File: config.mk
export PLATFORM = sky130hd
export DESIGN_NAME = async_fifo_reader
export DESIGN_NICKNAME = d
export VERILOG_FILES = /design/src/rtl/async_fifo_pkg.sv /design/src/rtl/stream_skid2.sv /design/src/rtl/async_fifo_reader.sv
export SDC_FILE = /design/constraint.sdc
export NUM_CORES = 1
export LEC_CHECK = 0
export CAP_MARGIN = 5
export CORE_AREA = 8 8 45 47
export CTS_CLUSTER_SIZE = 40
export DETAILED_ROUTE_END_ITERATION = 10
export DIE_AREA = 0 0 53 55
export PLACE_DENSITY = 0.56
export SETUP_SLACK_MARGIN = 0.2
export SLEW_MARGIN = 25
export SYNTH_ARGS = -nofsm -noshare
export SYNTH_HDL_FRONTEND = slang
export SYNTH_HIERARCHICAL = 1
export SYNTH_SLANG_ARGS = --single-unit
export TNS_END_PERCENT = 100
File: constraint.sdc
create_clock -name i_clk -period 3.7 [get_ports i_clk]
set_clock_uncertainty 0.2 [all_clocks]
set_input_delay 0.74 -clock i_clk [delete_from_list [all_inputs] [get_ports i_clk]]
set_output_delay 0.74 -clock i_clk [all_outputs]
set_load 0.02 [all_outputs]
File: src/rtl/async_fifo_pkg.sv
// rtl/async_fifo_pkg.sv - shared types and gray-code helpers for the async FIFO and its read adapter
package async_fifo_pkg;

    typedef enum logic [1:0] {
        EMPTY = 2'd0,
        ONE   = 2'd1,
        TWO   = 2'd2
    } occ_t;

    function automatic logic [31:0] bin2gray(input logic [31:0] b);
        return b ^ (b >> 1);
    endfunction

    function automatic logic [31:0] gray2bin(input logic [31:0] g);
        logic [31:0] b;
        b = g;
        for (int i = 1; i < 32; i++) begin
            b = b ^ (g >> i);
        end
        return b;
    endfunction

endpackage

File: src/rtl/stream_skid2.sv
// rtl/stream_skid2.sv - two-entry skid buffer; slot0 is the output register, slot1 absorbs one word of backpressure
module stream_skid2
    import async_fifo_pkg::*;
#(
    parameter int WIDTH = 1
) (
    input  logic             i_clk,
    input  logic             i_rst,
    input  logic             arrive,
    input  logic [WIDTH-1:0] word,
    input  logic             pop,
    output occ_t             occ,
    output logic             o_valid,
    output logic [WIDTH-1:0] o_data
);

    occ_t             occ_next;
    logic [WIDTH-1:0] slot1;
    logic [WIDTH-1:0] slot0_next;
    logic [WIDTH-1:0] slot1_next;

    always_ff @(posedge i_clk or posedge i_rst) begin
        if (i_rst) begin
            occ     <= EMPTY;
            o_valid <= 1'b0;
            o_data  <= '0;
            slot1   <= '0;
        end else begin
            occ     <= occ_next;
            o_valid <= (occ_next != EMPTY);
            o_data  <= slot0_next;
            slot1   <= slot1_next;
        end
    end

    // TWO with arrive and no pop cannot occur: the reader's space rule withholds the read.
    always_comb begin
        occ_next   = occ;
        slot0_next = o_data;
        slot1_next = slot1;
        case (occ)
            EMPTY: begin
                if (arrive) begin
                    slot0_next = word;
                    occ_next   = ONE;
                end
            end
            ONE: begin
                if (pop && arrive) begin
                    slot0_next = word;
                end else if (pop) begin
                    occ_next = EMPTY;
                end else if (arrive) begin
                    slot1_next = word;
                    occ_next   = TWO;
                end
            end
            TWO: begin
                if (pop) begin
                    slot0_next = slot1;
                    if (arrive) begin
                        slot1_next = word;
                    end else begin
                        occ_next = ONE;
                    end
                end
            end
            default: occ_next = EMPTY;
        endcase
    end

endmodule

File: src/rtl/async_fifo_reader.sv
// rtl/async_fifo_reader.sv - read-side adapter turning FIFO ren/empty/rdata into a registered valid/ready stream
module async_fifo_reader
    import async_fifo_pkg::*;
#(
    parameter int WIDTH = 1,
    parameter bit FWFT  = 1'b0
) (
    input  logic             i_clk,
    input  logic             i_rst,
    output logic             o_fifo_ren,
    input  logic             i_fifo_empty,
    input  logic [WIDTH-1:0] i_fifo_rdata,
    output logic             o_valid,
    input  logic             i_ready,
    output logic [WIDTH-1:0] o_data
);

    occ_t       occ;
    logic       pop;
    logic       arrive;
    logic       inflight;
    logic [1:0] count;
    logic [2:0] space;

    assign pop   = o_valid && i_ready;
    assign count = (occ == TWO) ? 2'd2 : ((occ == ONE) ? 2'd1 : 2'd0);

    // A word already requested but not yet captured reserves a slot, so the buffer never overflows.
    assign space      = 3'd2 + {2'b00, pop} - {1'b0, count} - {2'b00, inflight};
    assign o_fifo_ren = !i_fifo_empty && (space >= 3'd1) && !i_rst;

    generate
        if (FWFT) begin : g_fwft
            assign inflight = 1'b0;
            assign arrive   = o_fifo_ren;
        end else begin : g_registered
            always_ff @(posedge i_clk or posedge i_rst) begin
                if (i_rst) begin
                    inflight <= 1'b0;
                end else begin
                    inflight <= o_fifo_ren;
                end
            end
            assign arrive = inflight;
        end
    endgenerate

    stream_skid2 #(
        .WIDTH(WIDTH)
    ) u_skid (
        .i_clk  (i_clk),
        .i_rst  (i_rst),
        .arrive (arrive),
        .word   (i_fifo_rdata),
        .pop    (pop),
        .occ    (occ),
        .o_valid(o_valid),
        .o_data (o_data)
    );

endmodule
==> results of run 1 <==
-- synthesized netlist by cell type --
master	count
inv_1	5
ha_1	1
nor2_1	1
o21ai_0	4
o2111ai_1	1
a221o_1	1
fa_1	1
and2b_1	1
and2b_2	2
a21oi_1	1
nand4bb_1	1
and2_1	1
nand2b_1	1
nor3b_1	2
mux2_4	1
nand2b_4	1
a211oi_2	1
a21boi_0	1
a32o_1	1
nor2b_2	1
nand2_1	3
mux2_2	1
nor2b_1	1
clkbuf_1	1
dfrtp_1	6
o22ai_1	1
-- power groups by stage --
stage               clock, mW  sequential [mW]  combinational, mW
finish                 0.0584            0.128              0.220
global route           0.0663            0.137              0.241
CTS                    0.0630            0.130              0.224
detailed placement          0            0.131              0.225
global placement            0            0.129              0.224
floorplan                   0            0.135              0.152
-- worst max path at each step --
stage,startpoint,to,slack [ns],depth (start not counted)
floorplan,i_ready,o_fifo_ren,0.80,5
global placement,i_ready,o_fifo_ren,-0.10,7
detailed placement,i_ready,o_fifo_ren,-0.1,7
CTS,i_ready,o_fifo_ren,0.21,7
global route,i_ready,o_fifo_ren,0.27,7
finish,i_ready,o_fifo_ren,0.36,7
-- layer usage --
metal	track usage [%]	wire, µm	vias to the layer above
met4	7.76	8	0
met1	7.08	380	155
met5	0	0	-
li1	-	-	168
met3	2.41	14	2
met2	10.9	392	1
-- per-stage QoR --
step / area (µm²) / utilization [%] / TNS (ns) / cells
3_3_place_gp: 520 / 37.6 / -0.101 / 66
4_1_cts: 543 / 39.2 / 0 / 69
2_1_floorplan: 419 / - / 0 / 42
6_report: 538 / 38.9 / 0 / 69
3_5_place_dp: 520 / 37.6 / -0.0972 / 66
5_1_grt: 538 / 38.9 / 0 / 69
-- repair_timing --
action	4_1_cts	5_1_grt
resized for setup	2	1
hold buffers	0	0
endpoints found under the setup margin	1	1
-- logic make-up after synthesis --
family	synth area share (%)
mux	6.27
fa+ha+maj	7.76
buf+inv	5.37
flops	35.8
compound gates	19.1
simple gates	25.7
-- state kept, by name, summed over array words and instances, names as in the netlist --
name            count
arrive              1
u_skid/o_data       1
u_skid/o_valid      1
u_skid/occ          2
u_skid/slot1        1
-- area by class of cell --
type,count,share of cell area [%]
sequential,6,27.9
inverter,5,3.49
multi-input combinational,30,45.8
tap,16,3.72
clock buffer,3,4.19
timing repair buffer,9,14.9
==> metrics.yaml, run 1 <==
status:
  outcome: "finished, final reports clean"
timing:
  max_freq_mhz: 300
  drv_slew: 0
  fin_crit_ns: 3.34
  rsz0062_at_grt: "no"
  worst_slack_ns: 0.361
  finalCritPeriodShare_pct: 90.2
  setup_viol_count_final: 0
  tightestPinTransition_ns: 0.286
  holdWs_ns: 0.303
  hold_viol: 0
  max_slew_margin_pct: 80.9
hold_path:
  hold_depth: 1
  worst_hold_path.endpoint: "u_skid/o_data$_DFFE_PP0P_"
  hold_path.class: "register to register"
  min_from: "u_skid/o_data$_DFFE_PP0P_"
floorplanning:
  placementRows: 14
  die_area_um2: 2920
  boundaryPins: 8
  initial_core_util_pct: 30.3
  chipWidth_um: 53
  core_um2: 1380
  die_h_um: 55
place:
  post-place-ws_ns: -0.0972
  place.gp.congestion: 0.732
  port_buffers: 7
  hpwl_um: 612
clocking:
  cts_buffers: 3
  clkSlewWorstSetupHoldPaths_ns: 0.04
  post_cts.repair.setup_buffers: 0
  cts_root_buf: "clkbuf_4"
  clockBufferDepth: 2
  htree_num_levels: 1
  cts_tree: "built"
  cts_sinks: 6
  clk_latency_ns: 0.24
power_and_ir_drop:
  p_comb_share_pct: 54.1
  power_frac_clock_pct: 14.4
  ir_worst_vdd_mv: 0.249
  seq_power_share_pct: 31.6
  p_sw_mw: 0.154
  intPower_mw: 0.252
  powerDensity_nw_per_um2: 755
  p_total_mw: 0.406
  p_leak_nw: 0.237
  switching_share_pct: 38.0
grt:
  grt_pass1_wl_um: 1430
  antenna_found_initial: 0
  first_global_vias: 344
  grt_usage_pct: 7.08
  grt_max_degree: 11
  grt_overflow: 0
worst_setup_path:
  cp.required_ns: 2.76
  reg2reg_to: "arrive$_DFF_PP0_"
  path_cells: "clkdlybuf4s50_1 -> and2_1 -> fa_1 -> inv_1 -> ha_1 -> a211oi_2 -> clkbuf_2"
  crit_buf_inv: 3
  reg2reg_depth: 6
  reg2reg_slack_ns: 1.83
  slowest_stage: "fa_1"
  r2r_start: "u_skid/occ[1]$_DFF_PP0_"
  crit_type: "input port to output pin"
  cpPeakStageDelay_ns: 0.41
  cpLargestDelayFamily: "buffers and inverters"
  critical_path.startpoint_type: "input port"
  endpoint_kind: "output pin"
  cp_max_fo: 2
  critPathArrivalTime_ns: 2.40
cells_and_area:
  fill_cells: 145
  layout_common_cells: "dfrtp_1, clkdlybuf4s50_1, inv_1"
  seqCellArea_um2: 150
  layout-drive-gt1-share_pct: 24.5
  nets: 62
  syn_to_final_growth_pct: 28.4
  multiInputGateArea_um2: 246
  diodes: 0
synthesis:
  ys_seq_area_share_pct: 35.8
  synth.area.top_cells: "dfrtp_1, fa_1, o21ai_0"
  synth-warning-count: 6
  syn_area_um2: 419
  yosysTopAreaCell: "dfrtp_1"
  avgSynthCellArea_um2: 9.98
  synthCells: 42
  ys_ff_latch: 6
  ys_types: 26
  synth_top_area_share_pct: 35.8
  synth_fp_nets: 49
drt:
  ant_nets: 0
  drc: 0
  vias_per_cell: 4.72
  drtIter0Drc: 5
  wl_um: 796
  drtPass1Iterations: 2
  wl_per_cell_um: 11.5
  vias: 326
job:
  drv_cap: 0
No activity file was read; power rests on OpenSTA's default activity.
==> inputs of run 2 (changes only) <==
--- a/config.mk
+++ b/config.mk
@@ -11,8 +11,9 @@
 export DETAILED_ROUTE_END_ITERATION = 10
 export DIE_AREA = 0 0 53 55
 export PLACE_DENSITY = 0.56
+export RECOVER_POWER = 50
 export SETUP_SLACK_MARGIN = 0.2
-export SLEW_MARGIN = 25
+export SLEW_MARGIN = 10
 export SYNTH_ARGS = -nofsm -noshare
 export SYNTH_HDL_FRONTEND = slang
 export SYNTH_HIERARCHICAL = 1
==> run 2 against run 1 <==
- design area fell by 0.70%
- non-clock buffer count unchanged
- highest routed layer unchanged
- flip-flop and latch count unchanged
- hold slack stayed put
==> metrics.yaml, run 2 (same netlist as run 1, synthesis figures left out) <==
cells_and_area:
  syn_to_final_growth_pct: 27.5
  finalInstanceArea_um2: 534  # -0.70%
  largest_reg_flops: 2  # unchanged
  top_register: "u_skid/occ"
  layout_common_cells: "dfrtp_1, inv_1, clkdlybuf4s50_1"
  nets: 62  # unchanged
  final_common_cell: "dfrtp_1"
  layout-drive-gt1-share_pct: 22.6  # -1.9 points
  instances_no_fill: 69  # unchanged
  diodes: 0  # unchanged
worst_setup_path:
  startpoint: "i_ready"
  r2r_start: "u_skid/occ[1]$_DFF_PP0_"
  cp.required_ns: 2.76  # about the same
  reg2reg_slack_ns: 1.83  # about the same
  cp_max_fo: 2  # unchanged
  crit_type: "input port to output pin"
  critical_path.startpoint_type: "input port"
  endpoint_kind: "output pin"
  critPathArrivalTime_ns: 2.40  # about the same
  reg2reg_depth: 6  # unchanged
  crit_end: "o_fifo_ren"
  reg2reg_to: "arrive$_DFF_PP0_"
floorplanning:
  initial_core_util_pct: 30.3  # unchanged
  boundaryPins: 8  # unchanged
  placementRows: 14  # unchanged
  chipWidth_um: 53  # unchanged
  die_h_um: 55  # unchanged
  die_area_um2: 2920  # unchanged
  core_um2: 1380  # unchanged
grt:
  grt_max_degree: 11  # unchanged
  grt_pass1_wl_um: 1430  # unchanged
  first_global_vias: 344  # unchanged
  grt_usage_pct: 7.08  # unchanged
  antenna_found_initial: 0  # unchanged
  grt_overflow: 0  # unchanged
place:
  place.gp.congestion: 0.732  # unchanged
  placed_area_um2: 520  # unchanged
  port_buffers: 7  # unchanged
  hpwl_um: 612  # unchanged
  place_inst: 66  # unchanged
timing:
  finalSetupTns_ns: 0  # unchanged
  holdWs_ns: 0.303  # unchanged
  max_freq_mhz: 300  # about the same
  drv_slew: 0  # unchanged
  hold_viol: 0  # unchanged
  max_slew_margin_pct: 75.5  # -5.4 points
  rsz0062_at_grt: "no"
  setup_viol_count_final: 0  # unchanged
  fin_crit_ns: 3.34  # -0.00213 ns
  tightestPinTransition_ns: 0.367  # +0.0806 ns
  finalCritPeriodShare_pct: 90.2  # about the same
power_and_ir_drop:
  p_total_mw: 0.403  # -0.70%
  ir_worst_vdd_mv: 0.246  # -1.2%
  powerDensity_nw_per_um2: 755  # about the same
  p_leak_nw: 0.233  # -1.6%
drt:
  vias: 326  # unchanged
  vias_per_cell: 4.72  # unchanged
  ant_nets: 0  # unchanged
  wl_per_cell_um: 11.5  # -0.38%
  wl_um: 793  # -0.38%
  drc: 0  # unchanged
  drtPass1Iterations: 2  # unchanged
  drtIter0Drc: 5  # unchanged
hold_path:
  hold_depth: 1  # unchanged
  min_from: "u_skid/o_data$_DFFE_PP0P_"
  hold_path.class: "register to register"
job:
  drv_cap: 0  # unchanged
clocking:
  clkSlewWorstSetupHoldPaths_ns: 0.04  # about the same
  cts_root_buf: "clkbuf_4"
  htree_num_levels: 1  # unchanged
  hold_buffers: 0  # unchanged
  clk_latency_ns: 0.24  # about the same
  clockBufferDepth: 2  # unchanged
  cts_sinks: 6  # unchanged
  cts_tree: "built"
  cts_buffers: 3  # unchanged
status:
  outcome: "finished, final reports clean"
-- run 2: changes by cell type in the layout (fill, tap and decap cells not counted) --
cell	previous run	this run
buf_4	2	1
clkbuf_1	0	1
clkdlybuf4s50_1	6	5
dlygate4sd3_1	0	1
-- run 2: metrics by stage --
step           setup slack, ns  util, %
2_1_floorplan            0.803        -
3_3_place_gp            -0.101     37.6
3_5_place_dp           -0.0972     37.6
4_1_cts                  0.209     39.2
5_1_grt                  0.271     38.6
6_report                 0.363     38.6
-- run 2: final cells by class --
type	count	area, µm²
Inverter	5	18.8
Fill cell	145	850
Clock buffer	3	22.5
Multi-Input combinational cell	30	246
Tap cell	16	20.0
Timing Repair Buffer	9	76.3
Sequential cell	6	150
-- run 2: critical path, cell delays in order --
cell and delay, ns:
clkdlybuf4s50_1 0.39, and2_1 0.16, fa_1 0.41, inv_1 0.06, ha_1 0.22, a211oi_2 0.21, clkbuf_2 0.21
-- run 2: metal layers --
metal	wire length [µm]	track usage, %	part of all wire [%]	up-vias
met2	391	10.9	49	1
met1	378	7.08	48	155
li1	-	-	-	168
met3	14	2.41	1.8	2
met4	8	7.76	1.0	0
met5	0	0	0	-
-- run 2: how the worst min path moves through the flow --
stage and to:
6_report u_skid/o_data$_DFFE_PP0P_, 3_5_place_dp u_skid/o_data$_DFFE_PP0P_, 4_1_cts u_skid/o_data$_DFFE_PP0P_, 5_1_grt u_skid/o_data$_DFFE_PP0P_
2_1_floorplan arrive$_DFF_PP0_, 3_3_place_gp u_skid/o_data$_DFFE_PP0P_
-- run 2: power breakdown --
group	internal [mW]	total [mW]	switching (mW)
clock network	0.0366	0.0584	0.0218
registers	0.0943	0.128	0.0339
logic	0.119	0.217	0.0983
-- run 2: what timing repair did --
item / CTS / global route
setup buffers: 0 / 0
gates resized for setup: 2 / 1
endpoints found under the setup margin: 1 / 1
==> inputs of run 3 (changes only) <==
--- a/config.mk
+++ b/config.mk
@@ -10,7 +10,7 @@
 export CTS_CLUSTER_SIZE = 40
 export DETAILED_ROUTE_END_ITERATION = 10
 export DIE_AREA = 0 0 53 55
-export PLACE_DENSITY = 0.56
+export PLACE_DENSITY = 0.63
 export RECOVER_POWER = 50
 export SETUP_SLACK_MARGIN = 0.2
 export SLEW_MARGIN = 10
==> constraint.sdc (replaced) <==
create_clock -name i_clk -period 4.2 [get_ports i_clk]
set_clock_uncertainty 0.2 [all_clocks]
set_input_delay 0.84 -clock i_clk [delete_from_list [all_inputs] [get_ports i_clk]]
set_output_delay 0.84 -clock i_clk [all_outputs]
set_load 0.02 [all_outputs]
==> run 3 against run 2 <==
- via count fell by 0.61%
- cell count fell by 1.4%
- register-to-register slack improved by 0.60 ns
- clock power fell by 13%
- hold slack improved by 0.0036 ns
- wire length rose by 0.25%
- die area did not move
==> metrics.yaml, run 3 (same netlist as run 1, synthesis figures left out) <==
place:
  port_buffers: 7  # unchanged
  hpwl_um: 603  # -1.4%
  place.gp.congestion: 0.712  # -2.7%
cells_and_area:
  layout-drive-gt1-share_pct: 19.2  # -3.4 points
  seqCellArea_um2: 150  # unchanged
  largest_reg_flops: 2  # unchanged
  diodes: 0  # unchanged
  nets: 61  # -1.6%
  top_register: "u_skid/occ"
  syn_to_final_growth_pct: 27.5  # unchanged
  fill_cells: 152  # +4.8%
  final_common_cell: "dfrtp_1"
  multiInputGateArea_um2: 246  # unchanged
  finish.utilization_pct: 38.6  # unchanged
  layout_common_cells: "dfrtp_1, inv_1, clkdlybuf4s50_1"
power_and_ir_drop:
  p_sw_mw: 0.135  # -12%
  intPower_mw: 0.220  # -12%
  switching_share_pct: 38.2  # about the same
  ir_worst_vdd_mv: 0.291  # +18%
  p_comb_share_pct: 53.7  # about the same
  p_leak_nw: 0.242  # +3.8%
  power_frac_clock_pct: 14.3  # -0.2 points
  powerDensity_nw_per_um2: 664  # -12%
  seq_power_share_pct: 32.0  # +0.2 points
drt:
  drtPass1Iterations: 3  # +1
  wl_um: 795  # +0.25%
  wl_per_cell_um: 11.7  # +1.7%
  ant_nets: 0  # unchanged
  vias_per_cell: 4.76  # +0.85%
  drc: 0  # unchanged
  vias: 324  # -0.61%
  drtIter0Drc: 2  # -3
floorplanning:
  chipWidth_um: 53  # unchanged
  initial_core_util_pct: 30.3  # unchanged
  placementRows: 14  # unchanged
  core_um2: 1380  # unchanged
  die_h_um: 55  # unchanged
  boundaryPins: 8  # unchanged
  die_area_um2: 2920  # unchanged
timing:
  finalSetupTns_ns: 0  # unchanged
  rsz0062_at_grt: "no"
  fin_crit_ns: 3.58
  drv_slew: 0  # unchanged
  setup_viol_count_final: 0  # unchanged
  hold_viol: 0  # unchanged
  max_slew_margin_pct: 77.7  # +2.2 points
  tightestPinTransition_ns: 0.334  # -0.0329 ns
  max_freq_mhz: 279
  finalCritPeriodShare_pct: 85.3
job:
  drv_cap: 0  # unchanged
clocking:
  htree_num_levels: 1  # unchanged
  cts_tree: "built"
  clk_latency_ns: 0.24  # about the same
  cts_sinks: 6  # unchanged
  clkSlewWorstSetupHoldPaths_ns: 0.04  # about the same
  cts_buffers: 3  # unchanged
  clockBufferDepth: 2  # unchanged
  cts_root_buf: "clkbuf_4"
worst_setup_path:
  critPathArrivalTime_ns: 2.54  # +0.14 ns
  reg2reg_slack_ns: 2.43  # +0.60 ns
  crit_type: "input port to output pin"
  cp.required_ns: 3.16  # +0.40 ns
  critical_path.startpoint_type: "input port"
  endpoint_kind: "output pin"
  cp_max_fo: 2  # unchanged
grt:
  grt_pass1_wl_um: 1450  # +1.5%
  first_global_vias: 338  # -1.7%
  antenna_found_initial: 0  # unchanged
  grt_usage_pct: 7.08  # about the same
  grt_overflow: 0  # unchanged
  grt_max_degree: 11  # unchanged
status:
  outcome: "finished, final reports clean"
hold_path:
  hold_path.class: "register to register"
-- run 3: changes by cell type in the layout (fill, tap and decap cells not counted) --
cell	previous run	this run
buf_4	1	0
clkbuf_2	1	0
dlymetal6s2s_1	0	1
-- run 3: layout make-up --
class | instances | share of cell area, %
Multi-Input combinational cell | 30 | 46.1
Sequential cell | 6 | 28.1
Timing Repair Buffer | 8 | 14.3
Clock buffer | 3 | 4.22
Tap cell | 16 | 3.75
Inverter | 5 | 3.51
-- run 3: what timing repair did --
item | 4_1_cts | 5_1_grt
setup buffers | 0 | 0
gates resized for setup | 0 | 1
endpoints found under the setup margin | 0 | 1
hold buffers | 0 | 0
-- run 3: final timing paths --
kind	startpoint	end	cells past startpoint
min in group asynchronous	i_rst	arrive$_DFF_PP0_	2
max in group asynchronous	i_rst	u_skid/o_valid$_DFF_PP0_	2
min reg2reg	u_skid/o_data$_DFFE_PP0P_	u_skid/o_data$_DFFE_PP0P_	1
max reg2reg	u_skid/occ[1]$_DFF_PP0_	arrive$_DFF_PP0_	5
min	u_skid/o_data$_DFFE_PP0P_	u_skid/o_data$_DFFE_PP0P_	1
max	i_ready	o_fifo_ren	7
-- run 3: power by group through the flow --
stage / registers, mW / clock network, mW / logic (mW)
final: 0.114 / 0.0508 / 0.190
after global routing: 0.121 / 0.0576 / 0.211
after CTS: 0.114 / 0.0544 / 0.197
after detailed placement: 0.115 / 0 / 0.196
after global placement: 0.114 / 0 / 0.194
after floorplan: 0.119 / 0 / 0.134
-- run 3: critical path, stage by stage --
cell and delay (ns):
clkdlybuf4s50_1 0.39, and2_1 0.16, fa_1 0.42, inv_1 0.06, ha_1 0.22, a211oi_2 0.19, dlymetal6s2s_1 0.25
-- run 3: per-layer routing --
layer,vias to the layer above,GRT usage (%),routed length (µm)
met5,-,0,0
met4,0,7.76,13
met3,2,2.41,14
met2,1,11.3,384
met1,154,6.78,381
li1,167,-,-
-- run 3: stage by stage --
step | std cells | area, µm² | hold WS, ns | power (mW) | worst slack [ns]
after floorplan | 42 | 419 | 0.328 | 0.253 | 1.10
after global placement | 65 | 513 | 0.289 | 0.308 | 0.226
after detailed placement | 65 | 513 | 0.298 | 0.311 | 0.210
after CTS | 68 | 536 | 0.308 | 0.365 | 0.205
after global routing | 68 | 534 | 0.333 | 0.389 | 0.531
final | 68 | 534 | 0.307 | 0.355 | 0.616
